===== config.mk =====
export PLATFORM = sky130hd
export DESIGN_NAME = uart_rx_sampler
export DESIGN_NICKNAME = d
export VERILOG_FILES = /design/src/rtl/uart_rx_sampler.sv
export SDC_FILE = /design/constraint.sdc
export NUM_CORES = 1
export LEC_CHECK = 0
export ABC_AREA = 1
export CAP_MARGIN = 15
export CELL_PAD_IN_SITES_DETAIL_PLACEMENT = 0
export CELL_PAD_IN_SITES_GLOBAL_PLACEMENT = 1
export CORE_UTILIZATION = 40
export DETAILED_ROUTE_END_ITERATION = 16
export GPL_TIMING_DRIVEN = 0
export MAX_ROUTING_LAYER = met4
export PLACE_DENSITY = 0.84
export SETUP_SLACK_MARGIN = 0.05
export SLEW_MARGIN = 10
export SYNTH_ARGS = -nofsm -noshare
export SYNTH_HDL_FRONTEND = slang
export SYNTH_SLANG_ARGS = --single-unit

===== constraint.sdc =====
create_clock -name clk -period 4.1 [get_ports clk]
set_input_delay 0.82 -clock clk [delete_from_list [all_inputs] [get_ports clk]]
set_output_delay 0.82 -clock clk [all_outputs]
set_load 0.05 [all_outputs]

===== src/rtl/uart_rx_sampler.sv =====
// uart_rx_sampler
//   Serial-to-parallel receive front end for the UART user project, 8N1 only.
//   The rx pin goes through a metastability synchroniser. The start bit is
//   re-checked at half a bit period. The eight data bits are then sampled
//   LSB-first at mid-bit, and the stop bit decides between a good byte and a
//   framing error.
//
// Ports
//   clk       system clock (wb_clk_i at top level)
//   rst_n     asynchronous active-low reset
//   clk_div   clock cycles per bit; values below 4 are treated as 4
//   rx        asynchronous serial line, idle high
//   rx_data   last good byte, held until the next good byte
//   rx_valid  one-cycle strobe: rx_data holds a new good byte (FIFO push)
//   frame_err one-cycle strobe: stop bit was sampled low
//   busy      high whenever a frame is in progress or a break is being waited out
//
// state      | meaning
// -----------+--------------------------------------------------------------
// ST_IDLE    | line idle, waiting for rx_s low
// ST_START   | counting half a bit, then re-checking the start bit
// ST_DATA    | sampling 8 data bits at mid-bit, LSB first
// ST_STOP    | sampling the stop bit one bit period after data bit 7
// ST_WAIT_HIGH | framing error seen; wait for the line to return high

module uart_rx_sampler #(
  parameter int SYNC_STAGES = 2
) (
  input  logic        clk,
  input  logic        rst_n,
  input  logic [31:0] clk_div,
  input  logic        rx,
  output logic [7:0]  rx_data,
  output logic        rx_valid,
  output logic        frame_err,
  output logic        busy
);

  typedef enum logic [2:0] {
    ST_IDLE,
    ST_START,
    ST_DATA,
    ST_STOP,
    ST_WAIT_HIGH
  } state_t;

  logic [SYNC_STAGES-1:0] sync_q;
  logic                   rx_s;

  state_t      state_q, state_d;
  logic [31:0] cnt_q, cnt_d;
  logic [2:0]  idx_q, idx_d;
  logic [7:0]  shift_q, shift_d;
  logic [31:0] d_q, d_d;
  logic [31:0] h_q, h_d;
  logic [7:0]  data_d;
  logic        valid_d;
  logic        err_d;
  logic [31:0] d_lat;

  // Synchroniser flops reset to the idle level so that reset never looks
  // like a start bit.
  always_ff @(posedge clk or negedge rst_n) begin
    if (!rst_n) begin
      sync_q <= '1;
    end else begin
      sync_q <= {sync_q[SYNC_STAGES-2:0], rx};
    end
  end

  assign rx_s = sync_q[SYNC_STAGES-1];

  // Very small dividers would leave no room for a half-bit start check.
  assign d_lat = (clk_div < 32'd4) ? 32'd4 : clk_div;

  always_ff @(posedge clk or negedge rst_n) begin
    if (!rst_n) begin
      state_q   <= ST_IDLE;
      cnt_q     <= '0;
      idx_q     <= '0;
      shift_q   <= '0;
      d_q       <= 32'd4;
      h_q       <= 32'd2;
      rx_data   <= '0;
      rx_valid  <= 1'b0;
      frame_err <= 1'b0;
    end else begin
      state_q   <= state_d;
      cnt_q     <= cnt_d;
      idx_q     <= idx_d;
      shift_q   <= shift_d;
      d_q       <= d_d;
      h_q       <= h_d;
      rx_data   <= data_d;
      rx_valid  <= valid_d;
      frame_err <= err_d;
    end
  end

  always_comb begin
    state_d = state_q;
    cnt_d   = cnt_q;
    idx_d   = idx_q;
    shift_d = shift_q;
    d_d     = d_q;
    h_d     = h_q;
    data_d  = rx_data;
    valid_d = 1'b0;
    err_d   = 1'b0;

    case (state_q)
      ST_IDLE: begin
        if (!rx_s) begin
          state_d = ST_START;
          cnt_d   = '0;
          // The divider is frozen for the whole frame.
          d_d     = d_lat;
          h_d     = d_lat >> 1;
        end
      end

      ST_START: begin
        if (cnt_q == h_q - 32'd1) begin
          cnt_d = '0;
          if (!rx_s) begin
            state_d = ST_DATA;
            idx_d   = '0;
          end else begin
            state_d = ST_IDLE;
          end
        end else begin
          cnt_d = cnt_q + 32'd1;
        end
      end

      ST_DATA: begin
        if (cnt_q == d_q - 32'd1) begin
          shift_d[idx_q] = rx_s;
          idx_d          = idx_q + 3'd1;
          cnt_d          = '0;
          if (idx_q == 3'd7) begin
            state_d = ST_STOP;
          end
        end else begin
          cnt_d = cnt_q + 32'd1;
        end
      end

      ST_STOP: begin
        if (cnt_q == d_q - 32'd1) begin
          cnt_d = '0;
          if (rx_s) begin
            data_d  = shift_q;
            valid_d = 1'b1;
            state_d = ST_IDLE;
          end else begin
            err_d   = 1'b1;
            state_d = ST_WAIT_HIGH;
          end
        end else begin
          cnt_d = cnt_q + 32'd1;
        end
      end

      ST_WAIT_HIGH: begin
        // A held-low line (break) must not be mistaken for a new start bit.
        if (rx_s) begin
          state_d = ST_IDLE;
        end
      end

      default: begin
        state_d = ST_IDLE;
        cnt_d   = '0;
      end
    endcase
  end

  assign busy = (state_q != ST_IDLE);

endmodule


==> results by group <==
Final layout
  – Layout cells sized above 1: 0.0681
  – Design area: 8620 um2
  – Area grow syn2layout: 14.0%
  – Fin nets: 1269
  – Number of diodes: 0
  – Post-route insts no fill: 1463
  – Final design utilization: 0.473

Setup path
  – Crit-path max cell delay: 0.38 ns
  – Setup crit end kind: flip-flop
  – Worst EP required: 4.40 ns
  – Worst setup path endpoint: rx_data[0]
  – Critical path arrival: 3.87 ns
  – RR Endpoint: rx_data[0]
  – CP Launch Point: d_q[1]
  – Critical path class: reg -> reg
  – Worst Reg-to-Reg Cells: 18
  – Crit path max fanout: 9
  – Crit-path slowest cell: dfrtp_1
  – Critical R2R Launch: d_q[1]
  – Most frequent CP cell: nand2_1
  – R2R Setup Slk: 0.53 ns
  – CP startpoint kind: flip-flop
  – Crit-path cells: inv_1, ha_1, inv_1, nor2_1, nand2_1, nor2_2, nand2_1, nand2_1, nand3_1, nand2_1, nand2_1, nor2_1, nand2_1, nor2_2, nand4_2, clkinv_2, nand2_1, nand2_1

Floorplan
  – Site row count: 49
  – Core box area: 18200 um2
  – I/O Pins: 46
  – Starting Density: 0.415
  – Die area: 19400 um2
  – Die W: 139 um
  – Die Y: 139 um

Route
  – Routed Antenna Nets: 0
  – Routed wire length: 24500 um
  – DR vias/cell: 5.24
  – WL per Instance: 16.7 um
  – Initial drt markers: 570
  – TritonRoute pass-1 iters: 5
  – DRC viols: 0
  – Routed vias: 7665

Synth
  – Net Count, Synth: 1212
  – Yosys warns: 0
  – Post-synth ARST share: 1.00
  – Post-Syn Area: 7560 um2
  – Synthesized flop and latch total: 90
  – Mapped Cells: 1172
  – Synth top area cells: dfrtp_1 (29%), nand2_1 (18%), nand3_1 (9.7%)
  – Most common cell in the synthesized netlist: nand2_1
  – Post-synth top cells: nand2_1 (369), nand3_1 (147), inv_1 (140)
  – Synth unique cells: 39
  – Syn Area/Cell: 6.45 um2
  – Post-synth top area share: 0.288
  – Register area share after synthesis: 0.299
  – EDFF count, synth: 0
  – Biggest area consumer among synthesized cells: dfrtp_1
  – Predominant post-synthesis flop cell: dfrtp_1

Timing
  – Clock Skew: 0.0120 ns
  – Fmax: 280 MHz
  – Period utilization: 0.871
  – Unrepaired setup endpoints after global routing: false
  – Max-slew violations: 0
  – Final setup violation count: 0
  – Relative slew slack: 0.255
  – Worst-Margin Slew: 1.11 ns
  – Final hold viol count: 0
  – PnR worst setup slack: 0.531 ns
  – Setup_tns: 0 ns
  – Minimum clock period: 3.57 ns

CTS
  – H-Tree Depth: 3
  – Root Buffer: clkbuf_16
  – Worst skew pair latency: 0.37 ns
  – Hold-fix buffers, CTS: 0
  – CTS resizes: 0
  – Clock-pin slew on the worst setup and hold paths: 0.07 ns
  – CTS Buf Count: 9
  – Post-CTS setup buffer count: 0
  – CTS tree: yes
  – CTS sink cnt: 90
  – Clk buf depth: 2

Global routing
  – Number of global-route vias before repair: 7474
  – Largest net degree at the start of global routing: 52
  – Global Route Usage Sum: 0.276
  – Initial antenna violation count: 0
  – First-pass GRT wire length: 40100 um
  – Grt ovf: 0

Place
  – Placed instance area: 8320 um2
  – I/O Buffers: 45
  – Dpl hpwl: 19700 um
  – GP Congestion: 0.961
  – Worst setup slack after placement: 0.661 ns
  – Placed Cells: 1447

Run status
  – Outcome: complete, no violations

Power and ir drop
  – VDD IR max: 0.217 mV
  – Power density over the cells: 341 nW/um2
  – Leak: 4.18 nW

Job
  – Max Cap Viol: 0

Min path
  – Worst min-delay path class: reg -> reg
==> cells in the final DEF, fill, tap and decap left out, types with 9 or more instances in the layout <==
cell type / n
nor2_2: 22
xor2_1: 56
nor2_1: 113
o21ai_0: 40
nand2_2: 10
nand3_1: 147
dfrtp_1: 87
nand3b_1: 9
nand4_1: 22
nor4_1: 9
o211ai_1: 29
clkbuf_16: 9
inv_1: 140
clkdlybuf4s50_1: 44
nor3_1: 18
nand2_1: 369
clkbuf_1: 27
xnor2_1: 18
==> critical path, delay by kind of cell (launching register included) <==
kind                       cells  cell delay [ns]
buffers and inverters          3             0.55
adders and majority gates      1             0.31
DFF                            1             0.38
and+or+nand+nor               14             2.26
==> cell families after synthesis <==
logic type,count (synthesis),synth area share
XOR/XNOR,77,0.0939
adder cells (fa/ha/maj),5,0.00828
buffers and inverters,180,0.0919
AO/OA/AOI/OAI,79,0.0646
AND/OR/NAND/NOR,741,0.443
flip-flops,90,0.299
==> state kept, by name, indices dropped and copies added, names as in the netlist <==
signal and flops:
d_q 32, cnt_q 32, sync_q 2, rx_data 8
state_q 3, rx_valid 1, shift_q 8, idx_q 3
frame_err 1
==> per-layer routing <==
layer	up-vias	wire length (um)	global-route usage
li1	3862	-	-
met1	3573	11900	0.375
met2	202	10700	0.424
met3	28	1290	0.0379
met4	0	520	0.0836
met5	-	0	-
==> final cells by class <==
type	count	area (um2)
fillers	1914	9590
multi-input cells	902	4610
flip-flops and latches	90	2260
inverters	144	542
repair buffers	46	475
well taps	229	287
clock buffers	12	267
plain buffers	36	153
clock inverters	4	31.3
==> metrics by stage <==
step / hold slack [ns] / power [mW]
global placement: 0.346 / 2.07
global route: 0.366 / 3.13
CTS: 0.362 / 2.96
finish: 0.360 / 2.94
floorplan: 0.345 / 1.79
detailed placement: 0.351 / 2.08
==> worst min path at each step <==
stage,from,end,cells past startpoint
global placement,sync_q[0],sync_q[1],0
global route,sync_q[0],sync_q[1],0
CTS,sync_q[0],sync_q[1],0
floorplan,sync_q[0],sync_q[1],0
detailed placement,sync_q[0],sync_q[1],0
finish,sync_q[0],sync_q[1],0
==> report_power, final <==
part | internal (mW) | switching, mW | leakage (nW)
logic | 0.347 | 0.587 | 2.87
clock network | 0.466 | 0.401 | 0.150
registers | 0.980 | 0.158 | 1.16
total | 1.79 | 1.15 | 4.18
No activity file was read; power rests on OpenSTA's default activity.
